File: config.mk
export PLATFORM = sky130hd
export DESIGN_NAME = mdu_seq
export DESIGN_NICKNAME = d
export VERILOG_FILES = /design/src/rtl/mdu_seq_pkg.sv /design/src/rtl/mdu_iter_core.sv /design/src/rtl/mdu_seq.sv
export SDC_FILE = /design/constraint.sdc
export NUM_CORES = 1
export LEC_CHECK = 0
export CORE_AREA = 2 2 175 177
export DETAILED_ROUTE_END_ITERATION = 12
export DIE_AREA = 0 0 177 179
export HOLD_SLACK_MARGIN = 0.03
export PLACE_DENSITY = 0.75
export SLEW_MARGIN = 0
export SYNTH_ARGS = -nofsm -noshare
export SYNTH_HDL_FRONTEND = slang
export SYNTH_SLANG_ARGS = --single-unit
export TNS_END_PERCENT = 20
File: constraint.sdc
create_clock -name clk_i -period 9.5 [get_ports clk_i]
set_input_delay 1.9 -clock clk_i [delete_from_list [all_inputs] [get_ports clk_i]]
set_output_delay 1.9 -clock clk_i [all_outputs]
set_load 0.05 [all_outputs]
File: src/rtl/mdu_seq_pkg.sv
// Shared types for the multi-cycle multiply/divide unit: op encodings,
// FSM state encodings and the M-extension funct7 decode constant.
package mdu_seq_pkg;

  typedef enum logic [2:0] {
    MDU_MUL    = 3'd0,
    MDU_MULH   = 3'd1,
    MDU_MULHSU = 3'd2,
    MDU_MULHU  = 3'd3,
    MDU_DIV    = 3'd4,
    MDU_DIVU   = 3'd5,
    MDU_REM    = 3'd6,
    MDU_REMU   = 3'd7
  } mdu_op_e;

  typedef enum logic [1:0] {
    MDU_ST_IDLE = 2'd0,
    MDU_ST_CALC = 2'd1,
    MDU_ST_FIX  = 2'd2,
    MDU_ST_DONE = 2'd3
  } mdu_state_e;

  // funct7 value the decoder matches to route OP-class instructions here
  localparam logic [6:0] MDU_INST_M_FUNCT7 = 7'b0000001;

  function automatic logic op_is_div(input mdu_op_e op);
    return op inside {MDU_DIV, MDU_DIVU, MDU_REM, MDU_REMU};
  endfunction

  function automatic logic op_is_rem(input mdu_op_e op);
    return op inside {MDU_REM, MDU_REMU};
  endfunction

  function automatic logic src1_signed(input mdu_op_e op);
    return op inside {MDU_MULH, MDU_MULHSU, MDU_DIV, MDU_REM};
  endfunction

  function automatic logic src2_signed(input mdu_op_e op);
    return op inside {MDU_MULH, MDU_DIV, MDU_REM};
  endfunction

endpackage

File: src/rtl/mdu_iter_core.sv
// Iterative datapath: sign-magnitude operand capture, one shift-add or
// restoring-divide step per strobe, and final select/negate into result_o.
module mdu_iter_core
  import mdu_seq_pkg::*;
#(
  parameter int XLEN = 32
) (
  input  logic            clk_i,
  input  logic            rst_n_i,
  input  logic            load_i,
  input  logic            step_i,
  input  logic            fix_i,
  input  logic            special_i,
  input  logic [XLEN-1:0] special_res_i,
  input  mdu_op_e         op_i,
  input  logic [XLEN-1:0] src1_i,
  input  logic [XLEN-1:0] src2_i,
  output logic [XLEN-1:0] result_o
);

  mdu_op_e           op_q, op_d;
  logic [2*XLEN-1:0] acc_q, acc_d;
  logic [XLEN-1:0]   opb_q, opb_d;
  logic              neg_q, neg_d;
  logic [XLEN-1:0]   result_q, result_d;

  logic              s1_neg, s2_neg;
  logic [XLEN-1:0]   abs1, abs2;
  logic [XLEN:0]     sum, shifted, trial;
  logic [2*XLEN-1:0] prod_s;
  logic [XLEN-1:0]   quo, rem;

  // acc holds {hi, multiplier} for multiplies and {remainder, quotient} for divides
  always_comb begin
    op_d     = op_q;
    acc_d    = acc_q;
    opb_d    = opb_q;
    neg_d    = neg_q;
    result_d = result_q;

    s1_neg  = src1_signed(op_i) & src1_i[XLEN-1];
    s2_neg  = src2_signed(op_i) & src2_i[XLEN-1];
    abs1    = s1_neg ? -src1_i : src1_i;
    abs2    = s2_neg ? -src2_i : src2_i;
    sum     = {1'b0, acc_q[2*XLEN-1:XLEN]} + (acc_q[0] ? {1'b0, opb_q} : '0);
    shifted = {acc_q[2*XLEN-1:XLEN], acc_q[XLEN-1]};
    trial   = shifted - {1'b0, opb_q};
    prod_s  = neg_q ? -acc_q : acc_q;
    quo     = acc_q[XLEN-1:0];
    rem     = acc_q[2*XLEN-1:XLEN];

    if (load_i) begin
      op_d  = op_i;
      acc_d = {{XLEN{1'b0}}, abs1};
      opb_d = abs2;
      case (op_i)
        MDU_MUL: neg_d = 1'b0;
        MDU_REM: neg_d = s1_neg;
        default: neg_d = s1_neg ^ s2_neg;
      endcase
    end else if (step_i) begin
      if (op_is_div(op_q)) begin
        if (!trial[XLEN]) acc_d = {trial[XLEN-1:0], acc_q[XLEN-2:0], 1'b1};
        else              acc_d = {shifted[XLEN-1:0], acc_q[XLEN-2:0], 1'b0};
      end else begin
        acc_d = {sum, acc_q[XLEN-1:1]};
      end
    end else if (fix_i) begin
      case (op_q)
        MDU_MUL:                        result_d = acc_q[XLEN-1:0];
        MDU_MULH, MDU_MULHSU, MDU_MULHU: result_d = prod_s[2*XLEN-1:XLEN];
        MDU_DIV, MDU_DIVU:              result_d = neg_q ? -quo : quo;
        default:                        result_d = neg_q ? -rem : rem;
      endcase
    end

    if (special_i) result_d = special_res_i;
  end

  always_ff @(posedge clk_i or negedge rst_n_i) begin
    if (!rst_n_i) begin
      op_q     <= MDU_MUL;
      acc_q    <= '0;
      opb_q    <= '0;
      neg_q    <= 1'b0;
      result_q <= '0;
    end else begin
      op_q     <= op_d;
      acc_q    <= acc_d;
      opb_q    <= opb_d;
      neg_q    <= neg_d;
      result_q <= result_d;
    end
  end

  assign result_o = result_q;

endmodule

File: src/rtl/mdu_seq.sv
// EX-stage multiply/divide sequencer: accepts an op, stalls the pipe while
// the iterative core runs, pulses done_valid_o with the result, obeys flush.
module mdu_seq
  import mdu_seq_pkg::*;
#(
  parameter int XLEN  = 32,
  parameter int CNT_W = 6
) (
  input  logic            clk_i,
  input  logic            rst_n_i,
  input  logic            req_valid_i,
  input  logic [2:0]      op_i,
  input  logic [XLEN-1:0] src1_i,
  input  logic [XLEN-1:0] src2_i,
  input  logic [4:0]      w_reg_addr_i,
  input  logic            flush_i,
  output logic            stall_o,
  output logic            busy_o,
  output logic            done_valid_o,
  output logic [XLEN-1:0] result_o,
  output logic [4:0]      w_reg_addr_o
);

  mdu_state_e       state_q, state_d;
  logic [CNT_W-1:0] count_q, count_d;
  logic [4:0]       rd_q, rd_d;

  mdu_op_e          op;
  logic             src2_zero, sgn_ovf, is_special;
  logic [XLEN-1:0]  special_res;
  logic             load, step, fix, special;

  assign op        = mdu_op_e'(op_i);
  assign src2_zero = (src2_i == '0);
  assign sgn_ovf   = (op == MDU_DIV || op == MDU_REM) &&
                     (src1_i == {1'b1, {(XLEN-1){1'b0}}}) && (src2_i == '1);
  assign is_special = op_is_div(op) && (src2_zero || sgn_ovf);

  always_comb begin
    if (src2_zero)          special_res = op_is_rem(op) ? src1_i : '1;
    else if (op == MDU_DIV) special_res = {1'b1, {(XLEN-1){1'b0}}};
    else                    special_res = '0;
  end

  always_comb begin
    state_d = state_q;
    count_d = count_q;
    rd_d    = rd_q;
    load    = 1'b0;
    step    = 1'b0;
    fix     = 1'b0;
    special = 1'b0;
    case (state_q)
      MDU_ST_IDLE: begin
        if (req_valid_i && !flush_i) begin
          load    = 1'b1;
          rd_d    = w_reg_addr_i;
          count_d = '0;
          if (is_special) begin
            special = 1'b1;
            state_d = MDU_ST_DONE;
          end else begin
            state_d = MDU_ST_CALC;
          end
        end
      end
      MDU_ST_CALC: begin
        step    = 1'b1;
        count_d = count_q + 1'b1;
        if (count_q == CNT_W'(XLEN-1)) state_d = MDU_ST_FIX;
      end
      MDU_ST_FIX: begin
        fix     = 1'b1;
        state_d = MDU_ST_DONE;
      end
      default: state_d = MDU_ST_IDLE;
    endcase
    if (flush_i) begin
      state_d = MDU_ST_IDLE;
      count_d = '0;
    end
  end

  always_ff @(posedge clk_i or negedge rst_n_i) begin
    if (!rst_n_i) begin
      state_q <= MDU_ST_IDLE;
      count_q <= '0;
      rd_q    <= '0;
    end else begin
      state_q <= state_d;
      count_q <= count_d;
      rd_q    <= rd_d;
    end
  end

  mdu_iter_core #(.XLEN(XLEN)) u_core (
    .clk_i         (clk_i),
    .rst_n_i       (rst_n_i),
    .load_i        (load),
    .step_i        (step),
    .fix_i         (fix),
    .special_i     (special),
    .special_res_i (special_res),
    .op_i          (op),
    .src1_i        (src1_i),
    .src2_i        (src2_i),
    .result_o      (result_o)
  );

  // rst_n_i gating keeps every output low while reset is held
  assign stall_o      = rst_n_i & req_valid_i & (state_q != MDU_ST_DONE) & ~flush_i;
  assign busy_o       = (state_q != MDU_ST_IDLE);
  assign done_valid_o = (state_q == MDU_ST_DONE) & ~flush_i;
  assign w_reg_addr_o = rd_q;

endmodule
# Yosys cells after proc, flatten, opt, wreduce, memory -nomap -nowiden
# Cells that the tools add are included.
# classes
shift,0
multipliers,0
n_eq_ne,24
n_mux,34
n_lt_le_gt_ge,0
add_sub_neg,8
n_bitwise,8
div_mod_pow,0
n_reduce_logical,26
# op_table
operator,count
$mux W32,12
$mux W64,5
$neg A32 Y32,4
$pmux W32 S3,1
$eq A32 B32 Y1 const B,2
$neg A64 Y64,1
$add A32 B33 Y33,1
$sub A33 B32 Y33,1
$logic_not A32 Y1,1
$eq A3 B3 Y1 const B,8
$mux W6,2
$pmux W6 S2,1
$reduce_bool A4 Y1,3
$eq A3 B2 Y1 const B,3
$mux W2,4
$reduce_bool A2 Y1,4
$mux W1,7
$add A6 B1 Y6 const B,1
$and A1 B1 Y1,6
$eq A3 B1 Y1 const B,2
$eq A6 B5 Y1 const B,1
$logic_not A3 Y1,2
$ne A3 B3 Y1 const B,2
$pmux W2 S3,1
16 further kinds,25
# totals
out_inout_bits,40
word_cells,108
romBits,0
latch_bits,0
ff_bits,145
mem_count,0
inputBits,76
ramBits,0

# Logic depth before layout (Yosys ltp)
# Gate-level depths: netlist of run 1.
# depth
ltp_word,11
mapped_depth,15

# Cells and area by module
# From an unflattened synthesis of run 1, not the netlist that was laid out.
# unflattened
cells_unflattened,2062
area_unflattened_um2,15391.0
# by_module_without_submodules
module,instances,area_each_um2,cells_per_inst
mdu_iter_core,1,14167.3,1901
mdu_seq,1,1223.7,161

# Worst setup path before layout of run 1
# No wires, ideal clock.
# synth_timing
path_type,input-to-output
startpoint,input port req_valid_i
endpoint,output port stall_o
path_stages,3
arrival_time_ps,3210
setup_slack_ps,4390
path_buffers,1
cell_sequence,clkbuf_1 nand2_1 nor3_1
# synth_via
elab_chain_len,3
# synth_rtl
item,line,text
from (decl),mdu_seq.sv:11,"input logic req_valid_i,"
$and A1 B1 Y1 (3 in series),mdu_seq.sv:111,assign stall_o = rst_n_i & req_valid_i & (state_q != MDU_ST_DONE) & ~flush_i;
to (decl),mdu_seq.sv:17,"output logic stall_o,"
# No other way between the ends.

# Worst setup path after layout of run 1
# layout_timing
startpoint,input port flush_i
endpoint,output port stall_o
# layout_via
elab_chain_len,2
# layout_rtl
item,line,text
from (decl),mdu_seq.sv:16,"input logic flush_i,"
$not A1 Y1,mdu_seq.sv:111,
$and A1 B1 Y1,mdu_seq.sv:111,
# No other way between the ends.

==> results.yml, run 1 <==
outcome:
  status: "completed"
cells_and_area:
  drive_gt1_frac: 0.04507
  diodes: 0
  layout.nets: 2138
  area_growth_pct: 12.31
  fin_cells: 2393
power:
  power.internal_mw: 3.032
  sequentialPowerShare: 0.212
  p_clk_frac: 0.105
  power_switching_share: 0.5374
  vdd_drop_max_uv: 260.1
  power_density_mw_per_mm2: 396.1
  p_sw_mw: 3.522
  p_leak_nw: 6.904
  combPwrFrac: 0.683
clock_tree:
  cts_resized: 0
  h-tree-depth: 4
  clk_latency_ns: 0.45
  tritoncts: "built"
  clock-sinks: 145
  cts_made_buffers: 17
  path_clk_slew_ns: 0.06
  clockBufferDepth: 2
  cts_root_buffer: "clkbuf_16"
  hold_buffers: 0
  cts.repair_timing.setup_buffer_count: 0
worst_setup_path:
  cp-start-kind: "primary input"
  critPathMaxFanout: 13
  end_kind: "primary output"
  cp.arrival_ns: 3.67
  cpPeakStageDelay_ns: 0.83
  crit_path_frequent_cell: "clkdlybuf4s50_1"
  crit_path_cell_trace: "clkdlybuf4s50_1 -> nor3_1 -> clkdlybuf4s50_1"
  slowest_stage: "clkdlybuf4s50_1"
  crit_type: "primary input to primary output"
  required_ns: 7.60
route:
  route.detailed.drc: 0
  drt-vias-per-instance: 6.356
  ant_nets: 0
  drt_iter0_markers: 1334
  wl_per_cell_um: 19.81
  drt-total-wl_um: 47400
  dr.pass1.iters: 5
  vias: 15210
logic_synthesis:
  yosysWarnings: 0
  synth-edff-count: 0
  synth-main-ff-cell: "dfrtp_1"
  post_synth_inst_count: 1979
  yosysTopAreaCell: "dfrtp_1"
  ys_seq_elements: 145
  synth.most_common_cell: "nand2_1"
  synth_area_mm2: 0.01473
  synthArstFlopShare: 1.000
  ys_seq_area_frac: 0.2463
  avgSynthCellArea_um2: 7.445
  synthTopCellsByArea: "dfrtp_1 (25%), o21ai_0 (8.3%), nand2_1 (6.5%)"
  yosys.cell_types.count: 86
  ys_top_cells_by_count: "nand2_1 (255), o21ai_0 (245), nor2_1 (150)"
  synth_top_area_frac: 0.2463
  postSynthNetCount: 2131
placed_design:
  place_hpwl_um: 34770
  portBuffers: 115
  globalplace.congestion: 0.9588
  dp.cells: 2363
floorplanning:
  io-pin-count: 116
  initial_core_util: 0.4907
  die_x_um: 177
  die-area_mm2: 0.03168
  core-area_mm2: 0.03003
  rows: 64
  fp.dieH_um: 179
sta:
  fin_setup_tns_ns: 0
  finalSetupViolations: 0
  fin_worst_skew_ns: 0.01234
  max_freq_ghz: 0.1794
  drv_slew: 0
  worst_slew_pin_slew_ns: 1.200
  finalCritPeriodShare: 0.5866
  min_period_ns: 5.573
  slew_headroom: 0.1980
  hold_viol: 0
  rsz0062_at_grt: "false"
global_route:
  overflow: 0
  grt_max_degree: 113
  grt_pass1_wl_um: 75560
  track_usage: 0.2997
  antenna_found_initial: 0
  grt_pass1_vias: 14320
flow_run:
  cap_violations: 0
worst_hold_path:
  holdCritPathClass: "register to register"
cell families (layout without fill, tap and decap cells):
logic type,Yosys count,after routing,share of synthesized area
compound gates,708,708,0.3048
flops,145,145,0.2463
buf+inv,207,225,0.05477
simple gates,643,643,0.2062
fa+ha+maj,76,76,0.06556
mux,39,39,0.02675
xor+xnor,161,161,0.09570
critical path: cells and delay by family:
kind,cells,cell delay (ns)
buf+inv,2,1.49
simple gates,1,0.28
final timing paths:
check                                       from               end  slack (ns)  cells past startpoint
max in group asynchronous                rst_n_i    u_core.op_q[2]        6.51                      2
worst min register to register   w_reg_addr_o[3]   w_reg_addr_o[3]        0.48                      2
worst max-delay path                     flush_i           stall_o        3.93                      3
worst min-delay path             w_reg_addr_o[3]   w_reg_addr_o[3]        0.48                      2
worst max register to register  u_core.acc_q[31]  u_core.acc_q[57]        4.69                     14
min in group asynchronous                rst_n_i   u_core.acc_q[8]        1.47                      1
power groups by stage:
stage	logic [mW]	registers [mW]	clock network [mW]
2_1_floorplan	3.24	1.36	0
3_3_place_gp	4.28	1.36	0
3_5_place_dp	4.38	1.37	0
4_1_cts	4.40	1.36	0.691
5_1_grt	4.91	1.42	0.717
6_report	4.48	1.39	0.691
through the flow:
| step | instance area (µm²) | setup slack, ns | power (mW) | hold slack [ns] | util |
|---|---|---|---|---|---|
| floorplan | 14730 | 4.390 | 4.597 | 0.4498 | - |
| global placement | 15970 | 3.985 | 5.648 | 0.4608 | 0.5320 |
| detailed placement | 15970 | 3.904 | 5.756 | 0.4655 | 0.5320 |
| CTS | 16550 | 3.936 | 6.458 | 0.4794 | 0.5511 |
| global route | 16550 | 3.871 | 7.051 | 0.5003 | 0.5511 |
| finish | 16550 | 3.927 | 6.554 | 0.4755 | 0.5511 |
metal layers:
layer | part of all wire | track usage
met1 | 0.42 | 0.3986
met2 | 0.46 | 0.4852
met3 | 0.080 | 0.03478
met4 | 0.041 | 0.1436
met5 | 0 | 0
flip-flops by register name, summed over array words and instances, names as in the netlist:
register         count
w_reg_addr_o         5
state_q              2
u_core.opb_q        32
u_core.result_o     32
u_core.op_q          3
u_core.acc_q        64
u_core.neg_q         1
count_q              6
layout by cell type, fill, tap and decap left out, types with 47 or more instances in the layout:
| cell type | n |
|---|---|
| xor2_1 | 85 |
| inv_1 | 62 |
| dfrtp_1 | 143 |
| xnor2_1 | 76 |
| ha_1 | 73 |
| a21oi_1 | 137 |
| clkdlybuf4s50_1 | 114 |
| nand3_1 | 47 |
| nor2_1 | 150 |
| nand2_1 | 255 |
| o21ai_0 | 244 |
| a21o_1 | 47 |
| o211ai_1 | 61 |
cell type report:
cell class                 count  area (µm²)
inverter                      63       236.5
fill                        2850       13480
timing repair buffer         132        1280
clock buffer                  24       491.7
sequential                   145        3633
tap                          396       495.5
multi-input combinational   1627       10330
clock inverter                 6       82.58
(Power assumes the default switching activity.)
==> run 2, diff against run 1 <==
- clock period: 9.5 -> 5.7 ns (I/O delays scaled with it)
==> results.yml, run 2 (same netlist as run 1, synthesis figures left out) <==
outcome:
  status: "completed"
route:
  drt-total-wl_um: 47980
  ant_nets: 0
  vias: 15350
  dr.pass1.iters: 8
  route.detailed.drc: 0
  drt-vias-per-instance: 6.389
  wl_per_cell_um: 19.97
  drt_iter0_markers: 1566
clock_tree:
  clock-sinks: 145
  cts_resized: 0
  tritoncts: "built"
  clk_latency_ns: 0.44
  path_clk_slew_ns: 0.06
  cts.repair_timing.setup_buffer_count: 0
  clockBufferDepth: 2
  cts_made_buffers: 17
  h-tree-depth: 4
  cts_root_buffer: "clkbuf_16"
  hold_buffers: 0
cells_and_area:
  final_common_cell: "nand2_1"
  layout_common_cells: "nand2_1 (255), o21ai_0 (244), nor2_1 (150)"
  area_growth_pct: 13.09
  design_area_mm2: 0.01666
  largest-register: "u_core.acc_q"
  diodes: 0
  layout.nets: 2145
  fin_cells: 2402
  largest_reg_flops: 64
  final_util: 0.5549
  drive_gt1_frac: 0.05085
global_route:
  track_usage: 0.3014
  grt_pass1_vias: 14440
  overflow: 0
  antenna_found_initial: 1
  grt_pass1_wl_um: 76200
  grt_max_degree: 94
floorplanning:
  core-area_mm2: 0.03003
  fp.dieH_um: 179
  rows: 64
  die_x_um: 177
  initial_core_util: 0.4907
  die-area_mm2: 0.03168
  io-pin-count: 116
worst_setup_path:
  slowest_stage: "nand3_1"
  crit_type: "primary input to register"
  crit_family: "simple AND/OR/NAND/NOR gates"
  end_kind: "register"
  cp-start-kind: "primary input"
  cpPeakStageDelay_ns: 0.53
  crit_path_frequent_cell: "or3_1"
  critPathMaxFanout: 15
  crit_path_cell_trace: "clkdlybuf4s50_1 -> or3_1 -> or3_1 -> nor4_1 -> nand3_1 -> o21ai_4 -> nand3_4 -> nand2_2 -> mux2_2"
  required_ns: 6.02
  crit_buf_inv: 1
  cp.arrival_ns: 4.87
placed_design:
  globalplace.congestion: 0.9646
  dpl_cell_area_mm2: 0.01603
  dp.cells: 2370
  place_hpwl_um: 35030
  portBuffers: 115
sta:
  finalCritPeriodShare: 0.7995
  rsz0062_at_grt: "false"
  fin_worst_skew_ns: 0.01470
  worst_slew_pin_slew_ns: 1.150
  fin_setup_tns_ns: 0
  hold_ws_ns: 0.4755
  hold_viol: 0
  finalSetupViolations: 0
  slew_headroom: 0.2312
  min_period_ns: 4.557
  drv_slew: 0
  max_freq_ghz: 0.2194
worst_hold_path:
  holdCritPathClass: "register to register"
power:
  vdd_drop_max_uv: 269.0
  power_density_mw_per_mm2: 665.2
  p_leak_nw: 6.959
flow_run:
  cap_violations: 0
run 2: changes by cell type in the layout (fill, tap and decap cells not counted), sizes merged:
cell | previous run | this run
inv | 62 | 64
clkinvlp | 1 | 4
bufinv | 2 | 4
clkbuf | 24 | 19
buf | 18 | 25
run 2: layer usage:
| metal | up-vias | share of wire | global-route usage |
|---|---|---|---|
| met3 | 114 | 0.078 | 0.04411 |
| met4 | 0 | 0.039 | 0.1364 |
| met5 | - | 0 | 0 |
| li1 | 7195 | - | - |
| met2 | 723 | 0.46 | 0.4953 |
| met1 | 7315 | 0.43 | 0.3923 |
run 2: layout make-up:
class | count | area (µm²)
fillers | 2865 | 13370
multi-input cells | 1627 | 10330
flip-flops and latches | 145 | 3633
repair buffers | 139 | 1333
well taps | 396 | 495.5
clock buffers | 19 | 452.9
inverters | 63 | 236.5
clock inverters | 13 | 182.7
run 2: power by group:
part           leakage [nW]  switching [mW]  internal, mW
Combinational          4.86            4.61          2.89
Sequential             1.80           0.843          1.50
Clock                 0.302           0.487         0.757
run 2: metrics by stage:
step                power (mW)  setup WS [ns]
global placement         9.447         0.9263
finish                   11.08          1.143
floorplan                7.661          2.106
CTS                      10.92          1.209
global route             11.95         0.8391
detailed placement       9.631         0.7545
run 2: final timing paths:
path	from	end	slack [ns]	cells after the start
setup / recovery	src1_i[13]	u_core.result_o[0]	1.14	9
min in group asynchronous	rst_n_i	u_core.acc_q[5]	0.51	1
hold reg to reg	u_core.result_o[17]	u_core.result_o[17]	0.48	2
hold / removal	u_core.result_o[17]	u_core.result_o[17]	0.48	2
setup reg to reg	u_core.acc_q[31]	u_core.acc_q[39]	1.31	14
max in group asynchronous	rst_n_i	u_core.op_q[2]	3.87	2
run 2: worst reg2reg max path, delay by kind of cell (launching register included):
family                   cells  cell delay (ns)
AO/OA/AOI/OAI                6             1.89
multiplexers                 2             0.69
buffers and inverters        2             0.58
adder cells (fa/ha/maj)      2             0.46
flip-flops                   1             0.43
AND/OR/NAND/NOR              2             0.22
==> run 3, diff against run 2 <==
- clock period: 5.7 -> 4.7 ns (I/O delays scaled with it)
==> results.yml, run 3 (same netlist as run 1, synthesis figures left out) <==
cells_and_area:
  layout_common_cells: "nand2_1 (255), o21ai_0 (244), nor2_1 (150)"
  nFillCells: 2838
  layout.nets: 2167
  largest-register: "u_core.acc_q"
  drive_gt1_frac: 0.06019
  diodes: 0
  area_growth_pct: 14.40
  final_common_cell: "nand2_1"
  largest_reg_flops: 64
global_route:
  overflow: 0
  grt_max_degree: 76
  grt-busiest-layer: "met2"
  grt_pass1_wl_um: 77090
  antenna_found_initial: 0
  met3_usage: 0.04347
  track_usage: 0.3052
  grt_pass1_vias: 14530
  grtUsageMet2: 0.5000
  use_met1: 0.3962
floorplanning:
  initial_core_util: 0.4907
  io-pin-count: 116
  core-area_mm2: 0.03003
  die_x_um: 177
  rows: 64
  die-area_mm2: 0.03168
  fp.dieH_um: 179
sta:
  finalCritPeriodShare: 0.8816
  drv_slew: 0
  fin_setup_tns_ns: 0
  min_period_ns: 4.143
  finalSetupViolations: 0
  fin_worst_skew_ns: 0.01451
  max_freq_ghz: 0.2413
  hold_viol: 0
  slew_headroom: 0.2035
  rsz0062_at_grt: "false"
  layout_setup_ws_ns: 0.5566
  hold_ws_ns: 0.4290
  worst_slew_pin_slew_ns: 1.192
placed_design:
  portBuffers: 115
  place_hpwl_um: 35960
  globalplace.congestion: 0.9483
  dp_slack_ns: 0.3294
worst_setup_path:
  critPathMaxFanout: 47
  cp-start-kind: "register"
  crit_path_frequent_cell: "a21oi_1"
  required_ns: 5.01
  cpPeakStageDelay_ns: 0.65
  cp.arrival_ns: 4.46
  crit_type: "register to register"
  slowest_stage: "o21ai_0"
  end_kind: "register"
  crit_path_cell_trace: "inv_1 -> ha_1 -> fa_1 -> nand2b_1 -> a21oi_1 -> o21ai_0 -> o2111ai_1 -> a41oi_1 -> mux2i_4 -> buf_12 -> mux2i_1 -> a21oi_1 -> a21oi_1 -> nor2_1"
outcome:
  status: "completed"
route:
  wl_per_cell_um: 20.17
  drt-total-wl_um: 48880
  drt-vias-per-instance: 6.381
  route.detailed.drc: 0
  drt_iter0_markers: 1489
  dr.pass1.iters: 5
  vias: 15460
  ant_nets: 0
flow_run:
  cap_violations: 0
power:
  power.internal_mw: 6.419
  power_density_mw_per_mm2: 810.0
  p_leak_nw: 7.089
  combPwrFrac: 0.683
  sequentialPowerShare: 0.202
  p_clk_frac: 0.115
  vdd_drop_max_uv: 418.6
  p_sw_mw: 7.235
  power_switching_share: 0.5299
clock_tree:
  clk_latency_ns: 0.45
  cts_root_buffer: "clkbuf_16"
  h-tree-depth: 4
  clockBufferDepth: 2
  clock-sinks: 145
  cts.repair_timing.setup_buffer_count: 0
  hold_buffers: 0
  cts_resized: 0
  path_clk_slew_ns: 0.07
  tritoncts: "built"
  cts_made_buffers: 17
worst_hold_path:
  holdCritPathClass: "primary input to asynchronous set/reset pin"
## run 3: cell types whose count changed in the layout (fill, tap and decap cells not counted)
cell / previous run / this run
clkbuf_1: 0 / 1
clkinvlp_4: 4 / 1
bufinv_16: 4 / 5
inv_6: 2 / 0
buf_12: 0 / 1
clkbuf_8: 2 / 3
clkinv_4: 0 / 1
buf_4: 24 / 45
## run 3: power by group through the flow
stage	logic [mW]	registers, mW	clock network [mW]
floorplan	6.55	2.75	0
global placement	8.91	2.72	0
detailed placement	9.10	2.74	0
CTS	9.16	2.72	1.57
global route	10.2	2.83	1.62
finish	9.33	2.76	1.57
## run 3: cell type report
type                       count  area, µm²  share of cell area
tap                          396      495.5             0.02939
timing repair buffer         161       1510             0.08959
sequential                   145       3633              0.2156
clock inverter                10      181.4             0.01076
clock buffer                  21      470.5             0.02791
inverter                      63      236.5             0.01403
multi-input combinational   1627      10330              0.6128
## run 3: final timing paths
check	start	to	slack [ns]	cells after the start
max	u_core.acc_q[31]	u_core.acc_q[39]	0.56	14
min	rst_n_i	u_core.acc_q[11]	0.43	1
max reg2reg	u_core.acc_q[31]	u_core.acc_q[39]	0.56	14
min reg2reg	w_reg_addr_o[2]	w_reg_addr_o[2]	0.48	2
max in group asynchronous	rst_n_i	u_core.opb_q[22]	3.20	2
min in group clk_i	w_reg_addr_o[2]	w_reg_addr_o[2]	0.48	2
## run 3: critical path: cells and delay by family (launching register included)
kind | cells | cell delay [ns]
AO/OA/AOI/OAI | 6 | 1.89
multiplexers | 2 | 0.60
adder cells (fa/ha/maj) | 2 | 0.43
flip-flops | 1 | 0.42
buffers and inverters | 2 | 0.41
AND/OR/NAND/NOR | 2 | 0.20
## run 3: per-stage QoR
step	power, mW	area (µm²)	utilization	instances
floorplan	9.291	14730	-	1979
global placement	11.63	16200	0.5396	2392
detailed placement	11.84	16200	0.5396	2392
CTS	13.45	16860	0.5613	2423
global route	14.63	16860	0.5613	2423
finish	13.65	16860	0.5613	2423
## run 3: routing by layer
metal,vias up,routed length [µm]
li1,7247,-
met3,137,4182
met2,806,22250
met5,-,0
met1,7270,20300
met4,0,2158
